--- config.mk ---
export PLATFORM = sky130hd
export DESIGN_NAME = pingpong_buf4_flat
export DESIGN_NICKNAME = d
export VERILOG_FILES = /design/src/rtl/pingpong_buf4_pkg.sv /design/src/rtl/pingpong_buf4_if.sv /design/src/rtl/pingpong_buf4.sv /design/src/flat_wrapper.sv
export SDC_FILE = /design/constraint.sdc
export NUM_CORES = 1
export LEC_CHECK = 0
export BUFFER_PORTS_ARGS = -buffer_cell sky130_fd_sc_hd__buf_2
export CAP_MARGIN = 5
export CORE_ASPECT_RATIO = 1.2
export CORE_MARGIN = 2
export CORE_UTILIZATION = 35
export DETAILED_ROUTE_END_ITERATION = 16
export GPL_TIMING_DRIVEN = 0
export PLACE_DENSITY = 0.57
export SETUP_SLACK_MARGIN = 0.1
export SLEW_MARGIN = 20
export SYNTH_ARGS = -nofsm -noshare
export SYNTH_HDL_FRONTEND = slang
export SYNTH_SLANG_ARGS = --single-unit
--- constraint.sdc ---
create_clock -name clk -period 2 [get_ports clk]
set_clock_uncertainty 0.05 [all_clocks]
set_input_delay 0.1 -clock clk [delete_from_list [all_inputs] [get_ports clk]]
set_output_delay 0.1 -clock clk [all_outputs]
set_load 0.02 [all_outputs]
--- src/rtl/pingpong_buf4_pkg.sv ---
// Shared widths and occupancy encodings for the two-slot ping-pong buffer.
// No logic; constants and types only.
// Imported by the interface, the buffer and anything sitting beside it.
package pingpong_buf4_pkg;

  localparam int WIDTH_DEF = 4;
  localparam int CNT_W_DEF = 8;

  typedef enum logic [1:0] {
    EMPTY = 2'd0,
    ONE   = 2'd1,
    FULL  = 2'd2
  } occ_t;

endpackage

--- src/rtl/pingpong_buf4_if.sv ---
// Producer/consumer bus of the ping-pong buffer, including the mux-facing outputs.
// Pure wiring, zero latency.
// Backpressure is carried by wr_ready/rd_valid inside this bundle.
interface pingpong_buf4_if
  import pingpong_buf4_pkg::*;
#(
  parameter int WIDTH = WIDTH_DEF,
  parameter int CNT_W = CNT_W_DEF
) ();

  logic             wr_valid;
  logic [WIDTH-1:0] wr_data;
  logic             wr_ready;
  logic             rd_ready;
  logic             rd_valid;
  logic             flush;
  logic [WIDTH-1:0] slot0;
  logic [WIDTH-1:0] slot1;
  logic             sel;
  logic [1:0]       count;
  logic [CNT_W-1:0] xfer_cnt;

  modport master (
    output wr_valid, wr_data, rd_ready, flush,
    input  wr_ready, rd_valid, slot0, slot1, sel, count, xfer_cnt
  );

  modport slave (
    input  wr_valid, wr_data, rd_ready, flush,
    output wr_ready, rd_valid, slot0, slot1, sel, count, xfer_cnt
  );

endinterface

--- src/rtl/pingpong_buf4.sv ---
// Two-slot ping-pong buffer feeding a 2:1 mux; sel always points at the oldest unread slot.
// A word written at edge N is readable after edge N; no write-to-read bypass.
// wr_ready/rd_valid come from registered occupancy only; a read at full frees space next cycle.
module pingpong_buf4
  import pingpong_buf4_pkg::*;
#(
  parameter int WIDTH = WIDTH_DEF,
  parameter int CNT_W = CNT_W_DEF
) (
  input  logic           clk,
  input  logic           rst_n,
  pingpong_buf4_if.slave bus
);

  logic [WIDTH-1:0] slot_q [2];
  logic             wr_ptr_q;
  logic             rd_ptr_q;
  logic [1:0]       count_q;
  logic [CNT_W-1:0] xfer_q;

  logic wr_rdy;
  logic rd_vld;
  logic wr_fire;
  logic rd_fire;

  // Handshake outputs depend on state only, never on same-cycle valid/ready.
  assign wr_rdy  = (count_q != FULL);
  assign rd_vld  = (count_q != EMPTY);
  assign wr_fire = bus.wr_valid & wr_rdy;
  assign rd_fire = bus.rd_ready & rd_vld;

  assign bus.wr_ready = wr_rdy;
  assign bus.rd_valid = rd_vld;
  assign bus.slot0    = slot_q[0];
  assign bus.slot1    = slot_q[1];
  assign bus.sel      = rd_ptr_q;
  assign bus.count    = count_q;
  assign bus.xfer_cnt = xfer_q;

  // Slot storage: only reset clears it; flush and reads leave stale words behind.
  always_ff @(posedge clk) begin
    if (!rst_n) begin
      slot_q[0] <= '0;
      slot_q[1] <= '0;
    end else if (!bus.flush && wr_fire) begin
      slot_q[wr_ptr_q] <= bus.wr_data;
    end
  end

  // Pointers, occupancy and read counter; flush drops any same-cycle transfer.
  always_ff @(posedge clk) begin
    if (!rst_n) begin
      wr_ptr_q <= 1'b0;
      rd_ptr_q <= 1'b0;
      count_q  <= EMPTY;
      xfer_q   <= '0;
    end else if (bus.flush) begin
      wr_ptr_q <= 1'b0;
      rd_ptr_q <= 1'b0;
      count_q  <= EMPTY;
    end else begin
      if (wr_fire) begin
        wr_ptr_q <= ~wr_ptr_q;
      end
      if (rd_fire) begin
        rd_ptr_q <= ~rd_ptr_q;
        xfer_q   <= xfer_q + CNT_W'(1);
      end
      if (wr_fire && !rd_fire) begin
        count_q <= count_q + 2'd1;
      end else if (rd_fire && !wr_fire) begin
        count_q <= count_q - 2'd1;
      end
    end
  end

endmodule

--- src/flat_wrapper.sv ---
// flat-port wrapper written by rule: the top's interface ports become plain ports
module pingpong_buf4_flat import pingpong_buf4_pkg::*;
#(
  parameter int WIDTH = WIDTH_DEF,
  parameter int CNT_W = CNT_W_DEF
)
  (clk, rst_n, bus_wr_valid, bus_wr_data, bus_rd_ready, bus_flush, bus_wr_ready, bus_rd_valid, bus_slot0, bus_slot1, bus_sel, bus_count, bus_xfer_cnt);
  pingpong_buf4_if #(.WIDTH(WIDTH), .CNT_W(CNT_W)) bus_i ();
  input  logic clk;
  input  logic rst_n;
  input wire logic [$bits(bus_i.wr_valid)-1:0] bus_wr_valid;
  input wire logic [$bits(bus_i.wr_data)-1:0] bus_wr_data;
  input wire logic [$bits(bus_i.rd_ready)-1:0] bus_rd_ready;
  input wire logic [$bits(bus_i.flush)-1:0] bus_flush;
  output wire logic [$bits(bus_i.wr_ready)-1:0] bus_wr_ready;
  output wire logic [$bits(bus_i.rd_valid)-1:0] bus_rd_valid;
  output wire logic [$bits(bus_i.slot0)-1:0] bus_slot0;
  output wire logic [$bits(bus_i.slot1)-1:0] bus_slot1;
  output wire logic [$bits(bus_i.sel)-1:0] bus_sel;
  output wire logic [$bits(bus_i.count)-1:0] bus_count;
  output wire logic [$bits(bus_i.xfer_cnt)-1:0] bus_xfer_cnt;
  assign bus_i.wr_valid = bus_wr_valid;
  assign bus_i.wr_data = bus_wr_data;
  assign bus_i.rd_ready = bus_rd_ready;
  assign bus_i.flush = bus_flush;
  assign bus_wr_ready = bus_i.wr_ready;
  assign bus_rd_valid = bus_i.rd_valid;
  assign bus_slot0 = bus_i.slot0;
  assign bus_slot1 = bus_i.slot1;
  assign bus_sel = bus_i.sel;
  assign bus_count = bus_i.count;
  assign bus_xfer_cnt = bus_i.xfer_cnt;
  pingpong_buf4 #(.WIDTH(WIDTH), .CNT_W(CNT_W)) u_core (.clk(clk), .rst_n(rst_n), .bus(bus_i));
endmodule
---- Word level (Yosys, flattened, before mapping) ----
Memory sizes are Yosys's and may differ from the RTL's.
Index checks and enable logic that the tools add are counted.
operators by class
  add/sub/neg operators ................... 3
  multiply operators ...................... 0
  div/mod/pow operators ................... 0
  magnitude comparators ................... 0
  equality and inequality tests ........... 1
  shifts and indexed selects .............. 0
  multiplexer cells ....................... 9
  bitwise gates (word level) .............. 6
  reduce and logical (&&, ||, !) cells .... 11
operators by type and width
  cell                 number
  $add 8x1->8 const B  1
  $mux 1               6
  $mux 2               2
  $mux 4               1
  $not 1->1            4
  $reduce_bool 2->1    2
  $reduce_or 4->1      1
  $logic_and 1x1->1    3
  $logic_not 1->1      3
  $add 2x1->2 const B  1
  $and 1x1->1          2
  $ne 2x2->1 const B   1
  $reduce_and 2->1     1
  $reduce_or 2->1      1
  $sub 2x1->2 const B  1
storage, ports and cells
  bits in registers ....................... 12
  latch bits .............................. 0
  bits in writable memories ............... 8
  ROM bits ................................ 0
  output and inout bits ................... 21
  word-level logic and storage cells ...... 35
  memories kept ........................... 1
memory list
  name           depth  width  read ports  clocked after Yosys merged registers in  wr ports  line                 text
  u_core.slot_q  2      4      2           0                                        2         pingpong_buf4.sv:15  logic [WIDTH-1:0] slot_q [2];

---- Longest topological paths before layout ----
  depth in word-level cells ............... 8
  depth in mapped cells ................... 6
  gate-level depth less buffers ........... 6

---- Worst setup path before layout ----
OpenSTA, ideal clock, no wires.
  path kind ............................... reg2reg
  start ................................... register u_core.count_q[0], in the netlist u_core.bus.count[0]
  end ..................................... register u_core.count_q[1], in the netlist u_core.bus.count[1]
  library setup time ...................... 0.070 ns
  arrival ................................. 1.626 ns
  data required time ...................... 1.880 ns
  path slack .............................. 0.254 ns
  cell stages (with the launch flop) ...... 6
  buffers on the path ..................... 1
  clock period less this slack ............ 1.746 ns
  cell sequence ........................... dfxtp_1 -> o21ai_1 -> buf_2 -> ha_1 -> or3_1 -> a21oi_1
on the way
  word-level cells in the longest chain between the ends .. 5
  elaborated cells on any way between the ends .. 13
  classes of those cells .................. add/sub: 2; eq/ne: 1; mux: 2; bitwise: 2; reduce/logical: 6
ends and longest elaborated chain
  what                                                          line                                      text
  start: declaration                                            pingpong_buf4.sv:18                       logic [1:0] count_q;
  start signal: assignment                                      pingpong_buf4.sv:70                       count_q <= count_q + 2'd1;
  start signal: assignment                                      pingpong_buf4.sv:72                       count_q <= count_q - 2'd1;
  $ne 2x2->1 or $reduce_bool 2->1 (tied branches)               pingpong_buf4.sv:27, pingpong_buf4.sv:28
  $and 1x1->1 (on tied branches)                                pingpong_buf4.sv:29, pingpong_buf4.sv:30
  $logic_not 1->1 (on tied branches)                            pingpong_buf4.sv:71, pingpong_buf4.sv:69
  $logic_and 1x1->1 (on tied branches)                          pingpong_buf4.sv:71, pingpong_buf4.sv:69
  $reduce_bool 2->1 (no source line) or $mux 2 (tied branches)  n/a
Several ways; a longest one is shown, not always the timed one. The select of a mux whose other input is x is not followed.
A chain may end at the register's enable or synchronous reset.

---- Worst setup path after layout ----
  start ................................... register u_core.count_q[1], in the netlist u_core.bus.count[1]
  end ..................................... register u_core.count_q[1], in the netlist u_core.bus.count[1]
on the way
  word-level cells in the longest chain between the ends .. 5
  elaborated cells on any way between the ends .. 13
  classes of those cells .................. add/sub: 2; eq/ne: 1; mux: 2; bitwise: 2; reduce/logical: 6
ends and longest elaborated chain
  what                                line                 text
  $ne 2x2->1 *                        pingpong_buf4.sv:27  assign wr_rdy = (count_q != FULL);
  $and 1x1->1 *                       pingpong_buf4.sv:29  assign wr_fire = bus.wr_valid & wr_rdy;
  net u_core.wr_fire                  pingpong_buf4.sv:23  logic wr_fire;
  $logic_not 1->1                     pingpong_buf4.sv:71  end else if (rd_fire && !wr_fire) begin
  $logic_and 1x1->1                   pingpong_buf4.sv:71
  $reduce_bool 2->1 (no source line)  n/a
The timed path passes the listed nets; every way through them passes the cells marked *. The select of a mux whose other input is x is not followed.

==> metrics.txt <==
area of the core region=2550 µm²; global-route wire length before repair=around 3100 µm; root buffer selected by CTS=clkbuf_4; worst min-delay path class=input pin to flop; flop2flop setup slack=0.23 ns; Area contributors post-synth=dfxtp_1, edfxtp_1, mux2i_1, nand2b_1, nor4_2; buffer depth of the longest clock path=2; ratio of final minimum period to clock period=0.884; n_diodes=0; area growth from synthesis to final layout=24.9%; most area-hungry cell type in the Yosys netlist=dfxtp_1; Avg Cell Area, Syn=~10 µm²; HPWL after detailed placement=1410 µm; width of the die=between 50 and 60 µm; Clock H-tree levels=1; clock tree from TritonCTS=yes; final worst setup slack=about 0.23 ns; post-synthesis compound-gate area fraction=0.0743; cell type group with the largest total delay on the critical path=simple AND/OR/NAND/NOR gates; # rows=20; buffers plus inverters on the worst setup path=0; post-layout minimum cycle time=1.77 ns; final-layout setup total negative slack=0 ns; CTS clock-pin slew for the worst setup and hold paths=~0.11 ns; drc violations=0; overall via count from detail_route=a little under 800; final weighted congestion in routability-driven placement=0.670; fraction of final layout cells sized beyond drive strength 1=0.336; fraction of synthesized area in multiplexers=0.0424; clock sinks=20; buffers inserted during post-CTS setup optimization=0; ratio of routed vias to standard cells=4.78; insertion delay of the later-clocked pin in the worst-skew pair=about 0.29 ns; Post-Synthesis Cell Area=around 940 µm²; number of detailed-routing iterations run before antenna repair=4; violation count after the first detailed-routing iteration=14; largest family of logic cells by synthesized area=simple AND/OR/NAND/NOR gates; Chip Height=60.9 µm; Hold Fails Final Rpt=0; Max IR drop VDD=between 0.0003 and 0.0004 V; CP Class=flop to flop; Critical Path Fanout Max=6; cells resized by post-CTS repair=0; transition time at the pin with the least slew margin=roughly 0.46 ns; Yosys cell types=27; Lkg Pwr=0.506 nW; top-area cell type share of the netlist area=0.255; worst slew slack as a fraction of its limit=0.693; Data required, critical path=between 2 and 2.5 ns; Worst path max stage delay=between 0.4 and 0.5 ns; grt total ovfl=0; simple-gate share of the synthesized area=0.271; top achievable clock speed=between 500 and 600 MHz; total setup violations reported at the end of the flow=0; total routing usage reported by global routing=0.134; data arrival time at the worst-slack endpoint=~2.0 ns; DRT Wirelength=approximately 1800 µm; cell with the largest stage delay on the worst path=dfxtp_1; quantity of hold-fixing buffers added after cts=0; final antenna-violating net count=0; Place WS=~0.14 ns; number of instances in the synthesized netlist=95; vias in the first global route=725; Initial Utilization=0.370; post-layout net count=140; TritonCTS Buffers=3; post-synthesis share of cell area spent on xor and xnor gates=0.0279; critical path, cell by cell=nor2b_1 > nor2_1 > ha_1 > or3_1 > a21oi_1; maximum number of pins on one net before global-route repair=12; PortBufs=29; net count of the mapped netlist=106; count of state elements after synthesis=20; setup repair after global routing missed its margin=true; number of antenna violations at the first check in global routing=0; adder-cell area share of the yosys netlist=0.0265; area enclosed by the die boundary=~3100 µm²; fraction of the yosys area taken by sequential cells=0.509; synth warn=0; CP startpoint kind=flop; final-layout fill cell count=around 270; result of the run=completed; mean routed wirelength per cell=~11 µm; number of max-slew violations in the final report=0; CP endpoint kind=flop; total I/O pin count=30; Power per Cell Area=a little under 700 nW/µm²; worst hold margin=~0.036 ns; max-capacitance violation count=0
## cells by family (layout without fill, tap and decap cells)
kind of cell,Yosys count,after routing
XOR/XNOR,3,3
buffers and inverters,12,45
flip-flops,20,20
adder cells (fa/ha/maj),2,2
AO/OA/AOI/OAI,13,13
AND/OR/NAND/NOR,41,41
multiplexers,4,4
## worst min-delay path: stages
cell and delay (ns):
buf_2 0.10, nand3_1 0.07, a21oi_1 0.06
## registers in the layout, summed over array words and instances, names as in the netlist
| register | flops |
|---|---|
| u_core.bus.xfer_cnt | 8 |
| u_core.slot_q | 8 |
| u_core.bus.count | 2 |
| u_core.bus.sel | 1 |
| u_core.wr_ptr_q | 1 |
## stage by stage
step           area (µm²)  total power [mW]  utilization  std cells
6_report             1180             0.796        0.462        161
3_5_place_dp         1130             0.570        0.443        157
5_1_grt              1180             0.844        0.462        161
4_1_cts              1170             0.799        0.457        161
3_3_place_gp         1130             0.568        0.443        157
2_1_floorplan         943             0.532            -         95
## report_power, final
| part | internal, mW | switching, mW | leakage, nW | total [mW] |
|---|---|---|---|---|
| clock | 0.111 | 0.122 | 0.0210 | 0.233 |
| combinational | 0.0421 | 0.0734 | 0.305 | 0.115 |
| sequential | 0.438 | 0.00950 | 0.180 | 0.448 |
## synthesized netlist by cell type
cell type / count
or2_2: 1
nor4b_2: 1
nor4_2: 3
or4_4: 1
o31ai_1: 2
nor2_1: 7
inv_1: 9
nand2b_1: 6
o21ai_0: 4
or3_1: 2
ha_1: 2
nand4_1: 1
or3b_2: 1
nand3_1: 3
clkbuf_1: 2
nor4_1: 1
nand2_1: 7
edfxtp_1: 8
mux2i_1: 4
and2_1: 4
xor2_1: 3
buf_2: 1
o21ai_1: 1
a21oi_1: 6
or4_1: 2
dfxtp_1: 12
nor2b_1: 1
## placed cells by master (no fill, tap or decap), types with 6 or more instances in the layout
cell      instances
nor2_1            7
buf_2            29
nand2_1           7
dfxtp_1          12
inv_1             9
a21oi_1           6
edfxtp_1          8
nand2b_1          6
## final timing paths
| path | to | start | cells after the start |
|---|---|---|---|
| max | u_core.bus.count[1] | u_core.bus.count[1] | 5 |
| min reg2reg | u_core.bus.xfer_cnt[7] | u_core.bus.xfer_cnt[7] | 2 |
| max reg2reg | u_core.bus.count[1] | u_core.bus.count[1] | 5 |
| min | u_core.wr_ptr_q | bus_wr_valid | 3 |
## layer usage
layer	global-route usage	vias up	wire (µm)
li1	-	392	-
met1	0.153	356	740
met2	0.240	19	981
met3	0.0246	2	84
met4	0.0677	0	21
met5	0	-	0
## final cells by class
type	instances	area, µm²	share of cell area
sequential	20	480	0.408
multi-input combinational	63	427	0.362
timing repair buffer	29	145	0.123
tap	33	41.3	0.0350
clock buffer	4	36.3	0.0308
inverter	9	33.8	0.0287
buffer	3	15.0	0.0127
Power figures use the tool's default switching activity.
